<file path="config.mk">
export PLATFORM = sky130hd
export DESIGN_NAME = io_alu_bus_unit
export DESIGN_NICKNAME = d
export VERILOG_FILES = /design/src/rtl/io_alu_bus_unit.sv
export SDC_FILE = /design/constraint.sdc
export NUM_CORES = 1
export LEC_CHECK = 0
export BUFFER_PORTS_ARGS = -buffer_cell sky130_fd_sc_hd__clkbuf_2
export CAP_MARGIN = 20
export CORE_ASPECT_RATIO = 0.9
export CORE_UTILIZATION = 35
export CTS_BUF_LIST = sky130_fd_sc_hd__clkbuf_8
export CTS_CLUSTER_DIAMETER = 30
export DETAILED_ROUTE_END_ITERATION = 10
export PLACE_DENSITY = 0.62
export REMOVE_ABC_BUFFERS = 1
export SLEW_MARGIN = 10
export SYNTH_ARGS = -nofsm -noshare
export SYNTH_HDL_FRONTEND = slang
export SYNTH_SLANG_ARGS = --single-unit
</file>
<file path="constraint.sdc">
create_clock -name clk_1s -period 6.15 [get_ports clk_1s]
set_clock_uncertainty 0.2 [all_clocks]
set_input_delay 0.9225 -clock clk_1s [delete_from_list [all_inputs] [get_ports clk_1s]]
set_output_delay 0.9225 -clock clk_1s [all_outputs]
set_load 0.01 [all_outputs]
</file>
<file path="src/rtl/io_alu_bus_unit.sv">
// io_alu_bus_unit: ALU control decoder, DATA_W-bit ALU and the memory-mapped
// IO bus for the multi-cycle CPU. The ALU and the bus are purely
// combinational. The only state is the random-table address counter and the
// registered strobe that tells the random source a value was consumed.
module io_alu_bus_unit #(
  parameter int DATA_W = 32,
  parameter int RAN_AW = 7
) (
  input  logic              clk_1s,
  input  logic              rst_out,
  input  logic [1:0]        ALUop,
  input  logic [5:0]        funct,
  input  logic [DATA_W-1:0] ALUop1,
  input  logic [DATA_W-1:0] ALUop2,
  output logic [2:0]        ALUsignal,
  output logic              zero,
  output logic [DATA_W-1:0] ALUresult,
  input  logic [5:0]        action,
  input  logic              IRWrite,
  input  logic [DATA_W-1:0] mem_addr,
  input  logic              MemWrite,
  input  logic [DATA_W-1:0] Rdata2,
  input  logic [DATA_W-1:0] result_or_data,
  input  logic [7:0]        ASCII,
  input  logic              fifo_ready,
  input  logic [12:0]       char_cnt,
  input  logic [1:0]        Ran_num,
  output logic              Mem_we,
  output logic              VGA_we,
  output logic [DATA_W-1:0] write_data,
  output logic [DATA_W-1:0] reg_data,
  output logic              pause,
  output logic              read_Ran,
  output logic [RAN_AW-1:0] Ran_addr
);

  // Shift amount width for SRL; only the low bits of operand A matter.
  localparam int SH_W = $clog2(DATA_W);

  // Opcode of the word load instruction.
  localparam logic [5:0] OP_LW = 6'b100011;

  // R-type function codes understood by the decoder.
  localparam logic [5:0] FN_ADD = 6'b100000;
  localparam logic [5:0] FN_SUB = 6'b100010;
  localparam logic [5:0] FN_AND = 6'b100100;
  localparam logic [5:0] FN_OR  = 6'b100101;
  localparam logic [5:0] FN_XOR = 6'b100110;
  localparam logic [5:0] FN_NOR = 6'b100111;
  localparam logic [5:0] FN_SLT = 6'b101010;
  localparam logic [5:0] FN_SRL = 6'b000010;

  // Byte offsets inside the IO register region (address bits below the region nibble).
  localparam logic [DATA_W-5:0] OFF_KBD = '0;
  localparam logic [DATA_W-5:0] OFF_CNT = (DATA_W-4)'(4);

  // ALU function encoding shared by the decoder output and the ALU.
  typedef enum logic [2:0] {
    ALU_AND = 3'b000,
    ALU_OR  = 3'b001,
    ALU_ADD = 3'b010,
    ALU_XOR = 3'b011,
    ALU_NOR = 3'b100,
    ALU_SRL = 3'b101,
    ALU_SUB = 3'b110,
    ALU_SLT = 3'b111
  } aluFn_t;

  // Bus regions selected by the top address nibble.
  typedef enum logic [2:0] {
    RGN_DMEM,
    RGN_VGA,
    RGN_IO,
    RGN_RAND,
    RGN_NONE
  } region_t;

  aluFn_t              w_aluFn;
  logic [DATA_W-1:0]   w_aluResult;
  logic                w_slt;
  region_t             w_region;
  logic [DATA_W-5:0]   w_offset;
  logic                w_isKbd;
  logic                w_isCnt;
  logic                w_isLoad;
  logic                w_pause;
  logic                w_ranLoad;
  logic [DATA_W-1:0]   w_regData;
  logic                r_readRan;
  logic [RAN_AW-1:0]   r_ranAddr;

  // ALU control: fixed operations for loads/stores, branches and ORI; R-type decodes funct.
  always_comb begin
    w_aluFn = ALU_ADD;
    case (ALUop)
      2'b00: w_aluFn = ALU_ADD;
      2'b01: w_aluFn = ALU_SUB;
      2'b11: w_aluFn = ALU_OR;
      2'b10: begin
        case (funct)
          FN_ADD:  w_aluFn = ALU_ADD;
          FN_SUB:  w_aluFn = ALU_SUB;
          FN_AND:  w_aluFn = ALU_AND;
          FN_OR:   w_aluFn = ALU_OR;
          FN_XOR:  w_aluFn = ALU_XOR;
          FN_NOR:  w_aluFn = ALU_NOR;
          FN_SLT:  w_aluFn = ALU_SLT;
          FN_SRL:  w_aluFn = ALU_SRL;
          default: w_aluFn = ALU_ADD;
        endcase
      end
      default: w_aluFn = ALU_ADD;
    endcase
  end

  assign ALUsignal = w_aluFn;

  // Signed less-than for SLT; ADD/SUB simply wrap with no overflow flag.
  assign w_slt = ($signed(ALUop1) < $signed(ALUop2));

  // ALU datapath: SRL shifts operand B by the low bits of operand A, zero filling.
  always_comb begin
    w_aluResult = '0;
    case (w_aluFn)
      ALU_AND: w_aluResult = ALUop1 & ALUop2;
      ALU_OR:  w_aluResult = ALUop1 | ALUop2;
      ALU_ADD: w_aluResult = ALUop1 + ALUop2;
      ALU_XOR: w_aluResult = ALUop1 ^ ALUop2;
      ALU_NOR: w_aluResult = ~(ALUop1 | ALUop2);
      ALU_SRL: w_aluResult = ALUop2 >> ALUop1[SH_W-1:0];
      ALU_SUB: w_aluResult = ALUop1 - ALUop2;
      ALU_SLT: w_aluResult = {{(DATA_W-1){1'b0}}, w_slt};
      default: w_aluResult = '0;
    endcase
  end

  assign ALUresult = w_aluResult;
  assign zero      = (w_aluResult == '0);

  // Address decode: 0x0-0xB data memory, 0xC VGA, 0xD IO registers, 0xE random, 0xF unmapped.
  always_comb begin
    w_region = RGN_DMEM;
    case (mem_addr[DATA_W-1:DATA_W-4])
      4'hC:    w_region = RGN_VGA;
      4'hD:    w_region = RGN_IO;
      4'hE:    w_region = RGN_RAND;
      4'hF:    w_region = RGN_NONE;
      default: w_region = RGN_DMEM;
    endcase
  end

  assign w_offset = mem_addr[DATA_W-5:0];
  assign w_isKbd  = (w_region == RGN_IO) && (w_offset == OFF_KBD);
  assign w_isCnt  = (w_region == RGN_IO) && (w_offset == OFF_CNT);
  assign w_isLoad = (action == OP_LW);

  // Stores only reach memory or VGA; writes into IO, random or unmapped space are dropped.
  assign Mem_we     = MemWrite && (w_region == RGN_DMEM);
  assign VGA_we     = MemWrite && (w_region == RGN_VGA);
  assign write_data = Rdata2;

  // A keyboard load with an empty FIFO stalls the CPU, except during fetch.
  assign w_pause = w_isLoad && w_isKbd && !fifo_ready && !IRWrite;
  assign pause   = w_pause;

  // A load from the random region consumes one table entry per cycle it is held.
  assign w_ranLoad = w_isLoad && (w_region == RGN_RAND) && !w_pause;

  // Write-back mux: IO and random sources override the memory/ALU value.
  always_comb begin
    w_regData = result_or_data;
    if (w_isKbd) begin
      w_regData = {{(DATA_W-8){1'b0}}, ASCII};
    end else if (w_isCnt) begin
      w_regData = {{(DATA_W-13){1'b0}}, char_cnt};
    end else if (w_region == RGN_RAND) begin
      w_regData = {{(DATA_W-2){1'b0}}, Ran_num};
    end
  end

  assign reg_data = w_regData;

  // Random-table counter and consume strobe; reset cancels any increment in flight.
  always_ff @(posedge clk_1s or negedge rst_out) begin
    if (!rst_out) begin
      r_readRan <= 1'b0;
      r_ranAddr <= '0;
    end else begin
      r_readRan <= w_ranLoad;
      if (w_ranLoad) begin
        r_ranAddr <= r_ranAddr + RAN_AW'(1);
      end
    end
  end

  assign read_Ran = r_readRan;
  assign Ran_addr = r_ranAddr;

endmodule

</file>
## Yosys cells after proc, flatten, opt, wreduce, memory -nomap -nowiden

Cells that the tools add are included.
W data, S select, Z words.

| word-level totals | value |
|---|---|
| flip-flop bits (word level) | 8 |
| output and inout port bits | 111 |
| logic and storage cells | 61 |

| operators by class | value |
|---|---|
| $add $sub $neg | 3 |
| magnitude comparators | 1 |
| eq/ne operators | 26 |
| shift-type cells | 1 |
| mux-type cells | 7 |
| bitwise gates (word level) | 4 |
| reduce and logical (&&, ||, !) cells | 17 |

Operator list:

| kind | count |
|---|---|
| $pmux W32 S8 | 1 |
| $mux W32 | 3 |
| $eq A6 B6 Y1 const B | 7 |
| $add A32 B32 Y32 | 1 |
| $and A32 B32 Y32 | 1 |
| $logic_not A32 Y1 | 1 |
| $lt A32 B32 Y1 | 1 |
| $not A32 Y32 | 1 |
| $or A32 B32 Y32 | 1 |
| $shr A32 B5 Y32 | 1 |
| $sub A32 B32 Y32 | 1 |
| $xor A32 B32 Y32 | 1 |
| $eq A28 B3 Y1 const B | 1 |
| $logic_not A28 Y1 | 1 |
| $pmux W3 S4 | 2 |
| $pmux W3 S7 | 1 |
| $eq A4 B4 Y1 const B | 4 |
| $eq A3 B2 Y1 const B | 4 |
| $eq A3 B3 Y1 const B | 4 |
| $logic_and A1 B1 Y1 | 9 |
| $add A7 B1 Y7 const B | 1 |
| $eq A3 B1 Y1 const B | 2 |
| $eq A6 B2 Y1 const B | 1 |
| $logic_not A3 Y1 | 2 |
| 4 further kinds | 7 |

## Depth between registers and ports, before layout

Gate-level depths: netlist of run 1.

| depth | value |
|---|---|
| depth in word-level cells | 9 |
| gate-level depth with buffers | 17 |
| depth with buffers taken out | 15 |

## Worst setup path after synthesis of run 1

OpenSTA, ideal clock, no wires.

| timing | value |
|---|---|
| kind | input -> output |
| start | input port ALUop1[3] |
| end | output port zero |
| data arrival time | 5.085 ns |
| data required time | 5.027 ns |
| setup slack | -0.058 ns |
| stages on the path | 17 |
| path buffers | 4 |
| cell sequence | clkbuf_1 clkbuf_1 inv_1 clkbuf_1 ha_1 buf_2 nor2_1 o311ai_0 a211o_1 a31o_2 o311ai_0 a31oi_1 mux2_2 a21oi_1 o22ai_1 or4b_1 nor2_1 |

| on the way | value |
|---|---|
| elaborated cells between the ends (all ways) | 10 |
| those cells by class | add/sub (2); order compare (1); shift (1); mux (1); bitwise (4); reduce/logical (1) |

RTL lines:

| what | RTL line | text |
|---|---|---|
| start, declared | 13 | `input logic [DATA_W-1:0] ALUop1,` |
| $sub A32 B32 Y32, or another cell as far along | 131 | `ALU_SUB: w_aluResult = ALUop1 - ALUop2;` |
| $pmux W32 S8 * | 124 | `case (w_aluFn)` |
| named net ALUresult[29] | 17 | `output logic [DATA_W-1:0] ALUresult,` |
| $logic_not A32 Y1 * | 138 | `assign zero = (w_aluResult == '0);` |
| end, declared | 16 | `output logic zero,` |

Mark *: on every way through the listed nets, which the timed path passes. The rest lies on a longest branch.

## Final worst setup path of run 1

| timing | value |
|---|---|
| start | input port funct[2] |
| end | output port zero |

| on the way | value |
|---|---|
| cells in the longest elaborated chain, start to end | 6 |
| elaborated cells between the ends (all ways) | 19 |
| those cells by class | eq/ne (14); mux (3); reduce/logical (2) |

Ends and longest elaborated chain:

| what | RTL line | text |
|---|---|---|
| start, declared | 12 | `input logic [5:0] funct,` |
| $eq A6 B2 Y1 / $eq A6 B6 Y1 (equally long branches) | 100 | `case (funct)` |
| $pmux W3 S7 * | 100 |  |
| $pmux W3 S4 * | 95 | `case (ALUop)` |
| $eq A3 B3 Y1, or another cell as far along | 124 |  |
| $pmux W32 S8 * | 124 |  |
| $logic_not A32 Y1 * | 138 |  |

Every way passes the cells marked *; elsewhere a longest branch is shown, timed or not.

==> results of run 1 <==
-- metal layers --
metal | vias up | wire length, µm
li1 | 5624 | -
met1 | 6074 | 21400
met2 | 1056 | 23400
met3 | 130 | 7470
met4 | 2 | 2240
met5 | - | 45
-- final timing paths --
check                            startpoint  slack, ns           to  cells after the start
worst max-delay path               funct[2]       0.17         zero                     14
worst min-delay path            Ran_addr[6]       0.27  Ran_addr[6]                      1
worst max register to register  Ran_addr[0]       4.84  Ran_addr[1]                      2
worst min register to register  Ran_addr[6]       0.27  Ran_addr[6]                      1
max in group asynchronous           rst_out       5.23  Ran_addr[3]                      1
min in group asynchronous           rst_out       0.34  Ran_addr[6]                      1
-- flip-flops by register name, summed over array words and instances (netlist names) --
name and count:
Ran_addr 7, read_Ran 1
-- cell usage in the layout, fill, tap and decap left out, types with 23 or more instances in the layout --
cell type and instances:
and3_1 32, nor4_1 24, mux4_2 33, nand3_1 41, o21ai_0 96, nor2_1 110
ha_1 93, a21oi_1 109, nand2_1 120, clkbuf_2 248, mux2i_1 39, buf_4 127
nor3_1 48, inv_1 92, o22ai_1 23, a211oi_1 24
-- where the power goes --
| group | leakage, nW | switching (mW) | total (mW) | internal, mW |
|---|---|---|---|---|
| sequential | 0.112 | 0.000564 | 0.0538 | 0.0533 |
| combinational | 5.27 | 0.708 | 1.16 | 0.451 |
| clock | 0.0216 | 0.0182 | 0.0603 | 0.0422 |
| total | 5.40 | 0.726 | 1.27 | 0.546 |
-- worst reg2reg max path: cells and delay by family, from the launching register on --
| kind | cells | cell delay, ns |
|---|---|---|
| adder cells (fa/ha/maj) | 1 | 0.30 |
| flip-flops | 1 | 0.43 |
| multiplexers | 1 | 0.26 |
-- per-stage QoR --
stage / std cells / TNS [ns] / worst slack [ns]
final: 1978 / 0 / 0.172
after global routing: 1978 / 0 / 0.0231
after CTS: 1976 / 0 / 0.0654
after detailed placement: 1973 / -0.139 / -0.139
after global placement: 1972 / -0.120 / -0.120
after floorplan: 1248 / -0.283 / -0.283
-- what timing repair did --
item                       in CTS  in global routing
setup endpoints to repair       1                  1
resized for setup               4                 21
pin swaps                       0                  4
buffers inserted                0                  2
-- cell type report --
class	count	area share, %
timing repair buffer	379	19.6
clock buffer	3	0.357
tap	348	3.76
inverter	99	3.32
sequential	8	1.73
multi-input combinational	1141	71.2
-- synth_stat cells, drive strengths merged (22+ instances only) --
library cell,instances,area [µm²]
mux4,33,743
xnor2,22,193
o22ai,23,144
ha,98,1230
nor4,26,169
nand3,41,205
nor2,112,423
nor3,49,257
a21oi,111,556
inv,93,349
clkbuf,64,240
and3,32,200
mux2i,39,390
a211oi,29,218
nand2,120,450
a31oi,23,144
buf,54,345
o21ai,99,495
-- cell families after synthesis --
group	Yosys count
and+or+nand+nor	479
AOI/OAI and AO/OA	451
buffers and inverters	217
adders and majority gates	100
muxes	83
xor gates and xnor gates	28
DFF	8
==> flow_metrics.py, run 1 <==
metrics = {
    "synthesis": {
        "yosysUniqueCellTypes": 88,
        "synth-compound-area-share_pct": 31.7,
        "synthAdderAreaFrac_pct": 13.6,
        "synth_top_family_by_area": "compound AO/OA/AOI/OAI gates",
        "synthMuxAreaShare_pct": 13.5,
        "postSynthAreaPerCell_um2": 6.80,
        "async_flop_share_pct": 100,
        "ys_ff_latch": 8,
        "synth_edf_count": 0,
        "synth-seq-area-share_pct": 2.15,
        "synth_simple_gate_area_share_pct": 25.9,
        "ys.flop_type": "dfrtp_1",
        "syn_area_um2": 9290,
        "synth-xor-area-share_pct": 2.64,
        "postSynthCellCount": 1366,
        "yosysWarnings": 0,
    },
    "die": {
        "ios": 313,
        "placementRows": 56,
        "coreArea_um2": 26100,
        "start_util_pct": 35.7,
        "dieHeight_um": 157,
        "dieArea_um2": 27200,
        "chipWidth_um": 174,
    },
    "run_status": {
        "outcome": "finished clean",
    },
    "clocking": {
        "cts_max_level": 1,
        "clock-sinks": 8,
        "cts_made_buffers": 3,
        "clkLatencyLatePin_ns": 0.22,
        "cts_root_buffer": "clkbuf_8",
        "path_clk_slew_ns": 0.04,
        "clk_path_buf_depth": 2,
        "hold_buffers": 0,
        "tritoncts": "done",
    },
    "critical_path": {
        "cp_max_fo": 10,
        "slowest_delay_ns": 0.60,
        "crit_path_end_kind": "output pin",
        "cp_cell_sequence": "clkbuf_2 > or4b_4 > or2_4 > a31o_4 > clkinv_8 > nor3_4 > a211oi_1 > o211ai_1 > o22a_1 > or4_1 > nor4_4 > nand4_1 > nor2_1 > clkbuf_2",
        "crit_type": "in -> out",
        "cp_top_family": "simple AND/OR/NAND/NOR gates",
        "cpMaxStageDelayCell": "or4b_4",
        "cp-start-kind": "primary input",
        "worstPathArrival_ns": 4.86,
        "path_buf_inv": 3,
        "required_ns": 5.03,
        "crit_top_cell": "clkbuf_2",
    },
    "global_route": {
        "grt_overflow": 0,
        "met1_usage_pct": 49.6,
        "top_usage_layer": "met2",
        "use_met3_pct": 11.8,
        "grtUsageMet2_pct": 59.5,
        "grt_pass1_wl_um": 77900,
        "antenna_found_initial": 0,
        "grt_pass1_vias": 12000,
        "grt_use_total_pct": 38.3,
        "grt_max_degree": 57,
    },
    "timing": {
        "grt_setup_unrepaired": "no",
        "setup_viol": 0,
        "tightest_slew_ns": 1.05,
        "fmaxAchievable_mhz": 167,
        "max-slew-margin-rel_pct": 29.8,
        "whs_ns": 0.268,
        "fin_crit_sh_pct": 97.2,
        "hold_viol_final": 0,
        "fin_crit_ns": 5.98,
        "maxSlewViolCount": 0,
    },
    "placed_design": {
        "io_buffers": 248,
        "place_area_um2": 11400,
        "gp_congestion": 1.05,
        "dp_hpwl_um": 44800,
    },
    "finish": {
        "multi_input_area_um2": 8250,
        "fillers": 2854,
        "final_nets": 1934,
        "num_antenna_cells": 0,
        "drive_above_1_share_pct": 28.3,
        "final_core_util_pct": 44.4,
        "syn_to_final_growth_pct": 24.6,
        "ff_latch_area_um2": 200,
        "fin_area_um2": 11600,
    },
    "worst_hold_path": {
        "hold_path.class": "reg -> reg",
    },
    "job": {
        "drv_cap": 0,
    },
    "power_and_ir_drop": {
        "p_leak_nw": 5.40,
        "powerDensity_nw_per_um2": 110,
        "power_mw": 1.27,
        "vdd_ir_drop_max_mv": 0.0439,
    },
    "drt": {
        "postRouteAntennaNets": 0,
        "drt_iter0_drc": 2038,
        "drt_wl_total_um": 54600,
        "wl_per_cell_um": 27.6,
        "viasPerCell": 6.51,
        "drc": 0,
        "first_pass_iters": 6,
        "vias": 12900,
    },
}
Power figures use the tool's default switching activity.
==> inputs of run 2 (changes only) <==
--- a/config.mk
+++ b/config.mk
@@ -7,7 +7,6 @@
 export LEC_CHECK = 0
 export BUFFER_PORTS_ARGS = -buffer_cell sky130_fd_sc_hd__clkbuf_2
 export CAP_MARGIN = 20
-export CORE_ASPECT_RATIO = 0.9
 export CORE_UTILIZATION = 35
 export CTS_BUF_LIST = sky130_fd_sc_hd__clkbuf_8
 export CTS_CLUSTER_DIAMETER = 30
==> flow_metrics.py, run 2 (synthesized netlist as in run 1, its figures left out) <==
metrics = {
    "drt": {
        "postRouteAntennaNets": 0,
        "drt_wl_total_um": 50800,
        "first_pass_iters": 7,
        "viasPerCell": 6.53,
        "wl_met2_um": 23000,
        "vias": 12700,
        "wl_per_cell_um": 26.1,
        "drc": 0,
        "drt_iter0_drc": 1473,
        "met3_length_um": 6010,
        "top_layer_used": "met5",
        "wl_met1_um": 19300,
    },
    "finish": {
        "drive_above_1_share_pct": 26.7,
        "final_common_cell": "clkbuf_2",
        "final_nets": 1912,
        "syn_to_final_growth_pct": 21.8,
        "final_cell_mix": "clkbuf_2 (248), nand2_1 (120), nor2_1 (111), a21oi_1 (111), buf_4 (107)",
        "largest_reg_flops": 7,
    },
    "global_route": {
        "grt_overflow": 0,
        "grt_max_degree": 40,
        "antenna_found_initial": 2,
        "grt_pass1_vias": 11900,
        "grt_use_total_pct": 36.5,
        "grt_pass1_wl_um": 73700,
    },
    "die": {
        "dieHeight_um": 165,
        "start_util_pct": 35.7,
        "coreArea_um2": 26100,
        "dieArea_um2": 27200,
        "placementRows": 59,
        "ios": 313,
        "chipWidth_um": 165,
    },
    "job": {
        "drv_cap": 0,
    },
    "placed_design": {
        "dp_hpwl_um": 42100,
        "gp_congestion": 1.07,
        "io_buffers": 248,
        "dp_slack_ns": -0.0399,
    },
    "clocking": {
        "cts_max_level": 1,
        "cts_root_buffer": "clkbuf_8",
        "hold_buffers": 0,
        "tritoncts": "done",
        "clkLatencyLatePin_ns": 0.23,
        "cts_made_buffers": 3,
        "clock-sinks": 8,
        "path_clk_slew_ns": 0.04,
        "clk_path_buf_depth": 2,
    },
    "timing": {
        "fin_crit_ns": 6.00,
        "max-slew-margin-rel_pct": 36.1,
        "setup_ws_ns": 0.148,
        "maxSlewViolCount": 0,
        "whs_ns": 0.282,
        "tightest_slew_ns": 0.956,
        "fmaxAchievable_mhz": 167,
        "fin_crit_sh_pct": 97.6,
        "setup_viol": 0,
        "hold_viol_final": 0,
        "grt_setup_unrepaired": "no",
    },
    "power_and_ir_drop": {
        "power_frac_comb_pct": 90.5,
        "clkPwrFrac_pct": 5.1,
        "power_frac_seq_pct": 4.4,
        "power.internal_uw": 523,
        "p_leak_nw": 5.29,
        "vdd_ir_drop_max_mv": 0.0577,
        "power_mw": 1.21,
        "powerDensity_nw_per_um2": 107,
        "p_sw_share_pct": 56.9,
        "p_switching_uw": 690,
    },
    "critical_path": {
        "cp-start-kind": "primary input",
        "cp_max_fo": 8,
        "crit_type": "in -> out",
        "required_ns": 5.03,
        "worstPathArrival_ns": 4.88,
        "crit_path_end_kind": "output pin",
    },
    "worst_hold_path": {
        "hold_path.class": "reg -> reg",
    },
    "run_status": {
        "outcome": "finished clean",
    },
}
[run 2: per-layer routing]
| layer | vias up | GRT usage [%] |
|---|---|---|
| li1 | 5590 | - |
| met1 | 6032 | 46.4 |
| met2 | 924 | 59.1 |
| met3 | 156 | 7.68 |
| met4 | 2 | 15.4 |
| met5 | - | 0.947 |
[run 2: worst max-delay path, stage by stage]
cell      delay, ns
clkbuf_2       0.15
inv_1          0.08
ha_1           0.42
buf_4          0.22
or4_1          0.53
nor4b_1        0.39
a211oi_2       0.19
xnor2_1        0.17
nor2_1         0.06
o22a_1         0.25
or4_4          0.51
nor4_4         0.29
buf_4          0.18
nand4_1        0.19
nor2_1         0.16
clkbuf_2       0.14
[run 2: timing repair]
action | 4_1_cts | 5_1_grt
pin swaps | 0 | 2
setup endpoints to repair | 1 | 1
buffers inserted | 0 | 2
gates resized for setup | 1 | 14
endpoints found under the hold margin | 0 | 0
[run 2: power groups by stage]
stage / Combinational, mW / Sequential, mW / Clock, mW
2_1_floorplan: 0.582 / 0.0546 / 0
3_3_place_gp: 1.06 / 0.0545 / 0
3_5_place_dp: 1.05 / 0.0546 / 0
4_1_cts: 1.06 / 0.0538 / 0.0628
5_1_grt: 1.17 / 0.0539 / 0.0658
6_report: 1.10 / 0.0538 / 0.0615
[run 2: area by class of cell]
cell class / instances / area [µm²]
diodes: 2 / 5.00
flip-flops and latches: 8 / 200
fillers: 2805 / 14700
repair buffers: 357 / 2080
inverters: 99 / 384
multi-input cells: 1141 / 8200
clock buffers: 3 / 41.3
well taps: 335 / 419
[run 2: path summary, 6_finish.rpt]
| path | start | endpoint | slack [ns] | cells after the start |
|---|---|---|---|---|
| max | ALUop2[9] | zero | 0.15 | 16 |
| min | Ran_addr[6] | Ran_addr[6] | 0.28 | 1 |
| max reg2reg | Ran_addr[0] | Ran_addr[1] | 4.84 | 2 |
| min reg2reg | Ran_addr[6] | Ran_addr[6] | 0.28 | 1 |
| max in group asynchronous | rst_out | Ran_addr[3] | 5.24 | 1 |
| min in group asynchronous | rst_out | Ran_addr[6] | 0.33 | 1 |
[run 2: stage by stage]
| stage | util, % | setup TNS (ns) | std cells | cell area, µm² |
|---|---|---|---|---|
| after global routing | 43.4 | 0 | 1945 | 11300 |
| after detailed placement | 43.0 | -0.0399 | 1938 | 11200 |
| after global placement | 43.0 | 0 | 1938 | 11200 |
| after CTS | 43.2 | 0 | 1941 | 11200 |
| final | 43.4 | 0 | 1945 | 11300 |
| after floorplan | - | -0.283 | 1248 | 8710 |
